### src/rtl/uart_tx_fifo.sv
// uart_tx_fifo -- buffered 8N1 UART transmitter.
//
// Bytes pushed by the upstream I/O peripheral are queued in a circular FIFO
// and serialised LSB first onto txd (start bit 0, eight data bits, stop bit 1),
// each bit lasting DIV = round(CLK_FREQ / BAUD) sysclk cycles. Frames run
// back to back while the FIFO holds data.
//
// Ports:
//   sysclk    in   system clock (only clock)
//   reset     in   synchronous, active-high reset
//   wr_data   in   [7:0] byte to enqueue
//   wr_en     in   push strobe, one push per cycle while high
//   full      out  FIFO holds FIFO_DEPTH entries
//   empty     out  FIFO holds no entries
//   level     out  [$clog2(FIFO_DEPTH+1)-1:0] FIFO occupancy
//   overflow  out  sticky: a push was dropped because the FIFO was full
//   ovf_clr   in   clears overflow (a same-cycle drop takes priority)
//   tx_active out  high while start, data or stop bit is on the line
//   txd       out  serial output, idles high
module uart_tx_fifo #(
  parameter int CLK_FREQ   = 50000000,
  parameter int BAUD       = 115200,
  parameter int FIFO_DEPTH = 16
) (
  input  logic                              sysclk,
  input  logic                              reset,
  input  logic [7:0]                        wr_data,
  input  logic                              wr_en,
  output logic                              full,
  output logic                              empty,
  output logic [$clog2(FIFO_DEPTH+1)-1:0]   level,
  output logic                              overflow,
  input  logic                              ovf_clr,
  output logic                              tx_active,
  output logic                              txd
);

  localparam int unsigned DIV = (CLK_FREQ + BAUD / 2) / BAUD;
  localparam int unsigned CW  = (DIV > 1) ? $clog2(DIV) : 1;
  localparam int unsigned AW  = $clog2(FIFO_DEPTH);
  localparam int unsigned LW  = $clog2(FIFO_DEPTH + 1);

  localparam logic [CW-1:0] CNT_LAST = CW'(DIV - 1);
  localparam logic [AW:0]   FULL_CNT = (AW + 1)'(FIFO_DEPTH);

  typedef enum logic [1:0] {
    IDLE,
    START,
    DATA,
    STOP
  } state_t;

  // FIFO storage and pointers (one bit wider than the index)
  logic [7:0]    mem [FIFO_DEPTH];
  logic [AW:0]   wr_ptr;
  logic [AW:0]   rd_ptr;
  logic [AW:0]   count;
  logic          push;
  logic          pop;

  // Serialiser state
  state_t        state, state_n;
  logic [CW-1:0] cnt, cnt_n;
  logic [2:0]    bit_idx, bit_idx_n;
  logic [7:0]    shift, shift_n;
  logic          txd_c;
  logic          active_c;
  logic          cnt_last;

  assign count = wr_ptr - rd_ptr;
  assign full  = (count == FULL_CNT);
  assign empty = (count == '0);
  assign level = LW'(count);

  // full is sampled before any same-cycle pop, so a push at a full FIFO is
  // always dropped even when the serialiser frees an entry on that edge.
  assign push     = wr_en && !full;
  assign cnt_last = (cnt == CNT_LAST);

  always_ff @(posedge sysclk) begin
    if (push) begin
      mem[wr_ptr[AW-1:0]] <= wr_data;
    end
  end

  always_ff @(posedge sysclk) begin
    if (reset) begin
      wr_ptr    <= '0;
      rd_ptr    <= '0;
      overflow  <= 1'b0;
      state     <= IDLE;
      cnt       <= '0;
      bit_idx   <= '0;
      shift     <= '0;
      txd       <= 1'b1;
      tx_active <= 1'b0;
    end else begin
      if (push) begin
        wr_ptr <= wr_ptr + (AW + 1)'(1);
      end
      if (pop) begin
        rd_ptr <= rd_ptr + (AW + 1)'(1);
      end
      if (wr_en && full) begin
        overflow <= 1'b1;
      end else if (ovf_clr) begin
        overflow <= 1'b0;
      end
      state     <= state_n;
      cnt       <= cnt_n;
      bit_idx   <= bit_idx_n;
      shift     <= shift_n;
      // Line outputs are registered from the current state, so the line
      // trails the FSM by one cycle and every bit still lasts DIV cycles.
      txd       <= txd_c;
      tx_active <= active_c;
    end
  end

  always_comb begin
    state_n   = state;
    cnt_n     = cnt + CW'(1);
    bit_idx_n = bit_idx;
    shift_n   = shift;
    pop       = 1'b0;
    txd_c     = 1'b1;
    active_c  = 1'b1;

    unique case (state)
      IDLE: begin
        active_c = 1'b0;
        cnt_n    = '0;
        if (!empty) begin
          pop     = 1'b1;
          shift_n = mem[rd_ptr[AW-1:0]];
          state_n = START;
        end
      end
      START: begin
        txd_c = 1'b0;
        if (cnt_last) begin
          cnt_n     = '0;
          bit_idx_n = '0;
          state_n   = DATA;
        end
      end
      DATA: begin
        txd_c = shift[0];
        if (cnt_last) begin
          cnt_n   = '0;
          shift_n = shift >> 1;
          if (bit_idx == 3'd7) begin
            state_n = STOP;
          end else begin
            bit_idx_n = bit_idx + 3'd1;
          end
        end
      end
      STOP: begin
        if (cnt_last) begin
          cnt_n = '0;
          if (!empty) begin
            pop     = 1'b1;
            shift_n = mem[rd_ptr[AW-1:0]];
            state_n = START;
          end else begin
            state_n = IDLE;
          end
        end
      end
      default: begin
        state_n = IDLE;
      end
    endcase
  end

endmodule

### config.mk
export PLATFORM = sky130hd
export DESIGN_NAME = uart_tx_fifo
export DESIGN_NICKNAME = d
export VERILOG_FILES = /design/src/rtl/uart_tx_fifo.sv
export SDC_FILE = /design/constraint.sdc
export NUM_CORES = 1
export LEC_CHECK = 0
export ABC_AREA = 1
export BUFFER_PORTS_ARGS = -buffer_cell sky130_fd_sc_hd__buf_4
export CORE_ASPECT_RATIO = 0.8
export CORE_UTILIZATION = 60
export CTS_BUF_LIST = sky130_fd_sc_hd__clkbuf_16
export CTS_CLUSTER_SIZE = 24
export DETAILED_ROUTE_END_ITERATION = 12
export GPL_TIMING_DRIVEN = 0
export PLACE_DENSITY = 0.79
export SETUP_SLACK_MARGIN = 0.1
export SLEW_MARGIN = 40
export SYNTH_ARGS = -nofsm -noshare
export SYNTH_HDL_FRONTEND = slang
export SYNTH_SLANG_ARGS = --single-unit
### constraint.sdc
create_clock -name sysclk -period 3.7 [get_ports sysclk]
set_input_delay 0.185 -clock sysclk [delete_from_list [all_inputs] [get_ports sysclk]]
set_output_delay 0.185 -clock sysclk [all_outputs]
set_load 0.01 [all_outputs]
==> flow_summary.yaml, run 1 <==
sta:
  hold_violations: 0
  finalClockSkew_ns: 0.00632
  worst_pin_slew_ns: 0.845
  worst_hold_slack_ns: 0.0251
  slew_violations: 0
  rsz0062_at_grt: "false"
  period_share_pct: 88.7
  setup_viol: 0
  tns_ns: 0
  relSlewSlack_pct: 43.5
  finalCriticalPeriod_ns: 3.28
  clock.fmax_mhz: 305
  fin_ws_ns: 0.418
cells_and_area:
  post-route-cell-area_mm2: 0.00853
  multi_input_comb_area_mm2: 0.00239
  drive_gt1_share_pct: 9.30
  diodes: 0
  regArea_mm2: 0.00462
  areaGrowthSynthToFinish_pct: 12.7
  final_cells: 1031
  fin_util_pct: 69.6
  nFillCells: 947
  final_nets: 877
drt:
  drt_iter0_drc: 608
  via_per_inst: 5.53
  drc: 0
  wl_mm: 17.4
  drt_pre_antenna_iters: 5
  via_count: 5706
  postRouteAntennaNets: 0
  routedWlPerCell_um: 16.9
die:
  start_util_pct: 61.8
  io_pins: 22
  coreArea_mm2: 0.0123
  chipWidth_um: 128
  dieArea_mm2: 0.0131
  die_h_um: 102
  rows: 36
setup_path:
  crit_type: "reg2reg"
  rrSetupSlack_ns: 0.42
  crit_fanout: 10
  end_kind: "register"
  r2r-end: "mem[14][1]$_DFFE_PP_"
  ff2ff_path_depth: 13
  worstPathArrival_ns: 3.34
  required_ns: 3.75
  rr_startpoint: "wr_ptr[0]$_SDFFE_PP0P_"
  start_kind: "register"
clock_network:
  cts_buffers: 17
  cts_resized: 0
  clkTransAtPathRegs_ns: 0.06
  cts_tree: "done"
  h-tree-depth: 4
  insertion_delay_ns: 0.43
  cts.path.max_buffers: 2
  cts_sinks: 167
  root_buffer: "clkbuf_16"
logic_synthesis:
  ys.flop_type: "edfxtp_1"
  syn_area_mm2: 0.00757
  synth_top_family_by_area: "simple AND/OR/NAND/NOR gates"
  synthArstFlopShare_pct: 0
  synth-xor-area-share_pct: 0.694
  synth.avg_cell_area_um2: 9.40
  synth.ff_latch_count: 167
  synthesis.nets: 836
  synth_cell_types: 37
  postSynthCellCount: 806
  synth_simple_gate_area_share_pct: 22.5
  yosys.area_share.adder_pct: 3.07
  ys_seq_area_share_pct: 61.1
  synth_edf_count: 128
  synth_mux_area_share_pct: 0
  synth_compound_area_share_pct: 5.19
  synth_warnings: 0
placed_design:
  io_buffers: 21
  post-place-ws_ns: 0.438
  placedInstanceArea_mm2: 0.00795
  place_inst: 998
  dp_hpwl_mm: 11.9
  gp_congestion: 0.944
global_routing:
  grt_pass1_vias: 5335
  grt_max_degree: 17
  grt_pass1_wl_mm: 26.5
  grt_usage_pct: 28.1
  antenna_found_initial: 0
  grt_overflow: 0
power:
  clkPwrFrac_pct: 30.5
  max-vdd-ir-drop_mv: 0.435
  fin_total_pwr_mw: 5.62
  p_comb_share_pct: 30.4
  p_int_mw: 3.75
  p_sw_mw: 1.87
  switching_share_pct: 33.3
  leakagePower_nw: 3.59
  power.density_mw_per_mm2: 659
  p_seq_share_pct: 39.0
worst_hold_path:
  min_from: "ovf_clr"
  hold_depth: 4
  hold_class: "in2reg"
  holdPathEnd: "overflow$_SDFFE_PP0P_"
run:
  maxCapViolCount: 0
outcome:
  outcome: "complete, no violations"
## timing repair
item,CTS,global route
setup endpoints to repair,0,0
hold buffers,1,0
hold endpoints to repair,2,0
setup buffers,0,0
## registers in the layout, summed over array words and instances (netlist names), named ones only
register and count:
bit_idx 3, cnt 9, mem 128, overflow 1, rd_ptr 5, shift 8
state 2, tx_active 1, txd 1, wr_ptr 5
## kinds of logic after synthesis
group	after synthesis
compound gates	72
xor+xnor	6
fa+ha+maj	18
buf+inv	139
flops	167
simple gates	404
## how the worst max path moves through the flow
| stage | start | to | slack (ns) |
|---|---|---|---|
| finish | wr_ptr[0]$_SDFFE_PP0P_ | mem[14][1]$_DFFE_PP_ | 0.42 |
| CTS | wr_ptr[0]$_SDFFE_PP0P_ | mem[10][5]$_DFFE_PP_ | 0.44 |
| global route | wr_ptr[0]$_SDFFE_PP0P_ | mem[14][1]$_DFFE_PP_ | 0.18 |
| global placement | wr_ptr[0]$_SDFFE_PP0P_ | mem[10][3]$_DFFE_PP_ | 0.57 |
| floorplan | wr_ptr[0]$_SDFFE_PP0P_ | mem[0][0]$_DFFE_PP_ | 0.99 |
| detailed placement | wr_ptr[0]$_SDFFE_PP0P_ | mem[10][2]$_DFFE_PP_ | 0.44 |
## worst max-delay path, cell delays in order (launching register included)
cell and delay, ns:
dfxtp_1 0.39, inv_1 0.13, ha_1 0.24, fa_1 0.41, nand3b_1 0.19, nand2_1 0.08, nand2_1 0.08, nand2_4 0.11
inv_1 0.06, nand3_1 0.09, nand2_2 0.16, inv_2 0.14, nand2_1 0.20, nor2_1 0.62
## synthesized netlist by cell type, types with 2 or more instances
master,count,area (um2)
nand2_1,194,728
edfxtp_1,128,3840
nor2_1,110,413
inv_1,105,394
nand3_1,81,405
dfxtp_1,39,781
o21ai_0,35,175
a21oi_1,26,130
ha_1,17,213
buf_2,14,70.1
clkbuf_1,10,37.5
xor2_1,4,35.0
a211oi_1,3,22.5
buf_4,3,22.5
inv_2,3,11.3
nor3b_1,3,22.5
o211ai_1,3,22.5
and2_1,2,12.5
buf_6,2,22.5
nand2_2,2,12.5
nand4_1,2,12.5
nor2_4,2,22.5
nor3_1,2,10.0
nor3_2,2,20.0
xnor2_1,2,17.5
## power by group through the flow
stage	Sequential, mW	Clock (mW)	Combinational (mW)
after floorplan	2.22	0	1.18
after global placement	2.22	0	1.61
after detailed placement	2.23	0	1.66
after CTS	2.19	1.72	1.68
after global routing	2.20	1.80	1.88
final	2.19	1.72	1.71
## placed cells by master (no fill, tap or decap), drive strengths merged
cell type    netlist  routed
nor3               4       4
nand4              3       3
nor2             112     112
nand3             81      81
ha                17      17
a31oi              1       1
clkbuf            11      28
xor2               4       4
buf               20      41
clkinvlp           0       1
o211ai             3       3
dlygate4sd3        0       1
fa                 1       1
dfxtp             39      39
edfxtp           128     128
nor3b              3       3
clkinv             0       7
nand2            197     197
and2               2       2
nand3b             1       1
xnor2              2       2
inv              108     112
or2                1       1
a211oi             3       3
o21a               1       1
a21oi             26      26
bufinv             0       3
a21boi             1       1
o21ai             37      37
## routing by layer
layer  track usage [%]  share of wire [%]
met1              37.5                 41
met2              44.8                 47
met3              6.28                9.8
met4              13.0                2.2
met5                 0                  0
## area by class of cell
cell class | instances | share of cell area, %
Buffer | 31 | 1.89
Clock buffer | 17 | 4.99
Clock inverter | 15 | 1.72
Inverter | 108 | 4.75
Multi-Input combinational cell | 500 | 28.0
Sequential cell | 167 | 54.2
Tap cell | 171 | 2.51
Timing Repair Buffer | 22 | 1.96
Note: power is estimated with default switching activity, not from simulation.
==> run 2, diff against run 1 <==
Clock period 3.7 ns to 3.2 ns, I/O delays scaled along.
==> flow_summary.yaml, run 2 (synthesized netlist as in run 1, its figures left out) <==
power:
  power.density_mw_per_mm2: 749
  max-vdd-ir-drop_mv: 0.504
  leakagePower_nw: 3.63
sta:
  period_share_pct: 97.2
  setup_viol: 0
  slew_violations: 0
  finalClockSkew_ns: 0.00913
  finalCriticalPeriod_ns: 3.11
  worst_pin_slew_ns: 0.616
  relSlewSlack_pct: 58.9
  hold_violations: 0
  clock.fmax_mhz: 322
  rsz0062_at_grt: "true"
setup_path:
  crit_type: "reg2reg"
  r2r-end: "mem[9][2]$_DFFE_PP_"
  worstPathArrival_ns: 3.21
  end_kind: "register"
  path_common_cell: "nand2_1"
  crit_fanout: 10
  crit_path_cell_trace: "inv_1, ha_1, fa_1, nand3b_1, nand2_1, nand2_1, nand2_4, inv_1, nand3_1, nand2_2, inv_2, nand2_1, nor2_4"
  rr_startpoint: "wr_ptr[0]$_SDFFE_PP0P_"
  start_kind: "register"
  slowest_delay_ns: 0.41
  rrSetupSlack_ns: 0.09
  cp-endpoint: "mem[9][2]$_DFFE_PP_"
  worstSetupStartpoint: "wr_ptr[0]$_SDFFE_PP0P_"
  ff2ff_path_depth: 13
  critical_path.slowest_cell: "fa_1"
  required_ns: 3.30
drt:
  drc: 0
  drt_pre_antenna_iters: 6
  drt_iter0_drc: 610
  postRouteAntennaNets: 0
  routedWlPerCell_um: 17.0
  via_count: 5736
  via_per_inst: 5.54
  wl_mm: 17.6
clock_network:
  cts.path.max_buffers: 2
  h-tree-depth: 4
  root_buffer: "clkbuf_16"
  cts_tree: "done"
  cts_buffers: 17
  clkTransAtPathRegs_ns: 0.06
  insertion_delay_ns: 0.43
  cts_sinks: 167
die:
  rows: 36
  dieArea_mm2: 0.0131
  die_h_um: 102
  io_pins: 22
  coreArea_mm2: 0.0123
  chipWidth_um: 128
  start_util_pct: 61.8
cells_and_area:
  fin_util_pct: 71.2
  layout_commonest_cell: "nand2_1"
  drive_gt1_share_pct: 11.2
  largest_reg_flops: 128
  post-route-cell-area_mm2: 0.00872
  diodes: 0
  areaGrowthSynthToFinish_pct: 15.2
  layout_common_cells: "194 x nand2_1, 128 x edfxtp_1, 109 x inv_1, 94 x nor2_1, 81 x nand3_1"
  final_nets: 882
run:
  maxCapViolCount: 0
global_routing:
  grt_pass1_wl_mm: 26.6
  grt_overflow: 0
  grt_usage_pct: 28.2
  grt_pass1_vias: 5358
  grt_max_degree: 17
  antenna_found_initial: 0
outcome:
  outcome: "complete, no violations"
worst_hold_path:
  hold_class: "in2reg"
placed_design:
  gp_congestion: 0.944
  placedInstanceArea_mm2: 0.00795
  io_buffers: 21
  dp_hpwl_mm: 11.9
## run 2: cell count changes in the layout (fill, tap and decap cells not counted)
cell and change:
nor2_2 -1, nor2_1 -14, buf_12 +3, nor2_4 +15, dlygate4sd3_1 +2
## run 2: power breakdown
part           internal, mW  leakage [nW]  switching (mW)
Sequential             2.47          1.47          0.0696
Clock                  1.20         0.292           0.788
Combinational         0.672          1.87            1.33
## run 2: worst max-delay path: cells and delay by family (launching register included)
family,cells,cell delay (ns)
fa+ha+maj,2,0.65
buf+inv,3,0.33
flops,1,0.39
simple gates,8,1.40
## run 2: cell type report
| type | count | area, um2 |
|---|---|---|
| Clock buffer | 17 | 425 |
| Tap cell | 171 | 214 |
| Fill cell | 916 | 3530 |
| Multi-Input combinational cell | 500 | 2500 |
| Inverter | 108 | 405 |
| Buffer | 31 | 161 |
| Timing Repair Buffer | 27 | 248 |
| Clock inverter | 15 | 146 |
| Sequential cell | 167 | 4620 |
## run 2: routing by layer
| metal | GRT usage (%) | routed length (um) | vias to the layer above |
|---|---|---|---|
| met5 | 0 | 0 | - |
| met1 | 37.8 | 7330 | 2711 |
| li1 | - | - | 2725 |
| met3 | 5.97 | 1590 | 38 |
| met4 | 12.9 | 436 | 0 |
| met2 | 45.0 | 8220 | 262 |
## run 2: how the worst min path moves through the flow
stage / startpoint / end / cells past startpoint
CTS: wr_data[7] / mem[5][7]$_DFFE_PP_ / 1
detailed placement: reset / bit_idx[2]$_SDFFE_PP0P_ / 2
floorplan: reset / tx_active$_SDFF_PP0_ / 1
finish: wr_data[7] / mem[5][7]$_DFFE_PP_ / 1
global placement: reset / bit_idx[2]$_SDFFE_PP0P_ / 2
global route: wr_data[7] / mem[10][7]$_DFFE_PP_ / 1
## run 2: stage by stage
stage          cells  TNS, ns  hold slack (ns)  total power, mW  worst slack [ns]
6_report        1036        0           0.0665             6.53            0.0907
5_1_grt         1036    -3.26           0.0613             6.85           -0.0830
4_1_cts         1033   -0.361           0.0530             6.48           -0.0250
3_5_place_dp     998   -0.499            0.381             4.51           -0.0617
3_3_place_gp     998        0            0.365             4.43            0.0715
2_1_floorplan    806        0            0.238             3.93             0.492
## run 2: repair_timing
action	4_1_cts	5_1_grt
buffers inserted	0	3
endpoints found under the setup margin	120	120
pin swaps	0	5
hold buffers	3	0
resized for setup	11	19
endpoints found under the hold margin	3	0
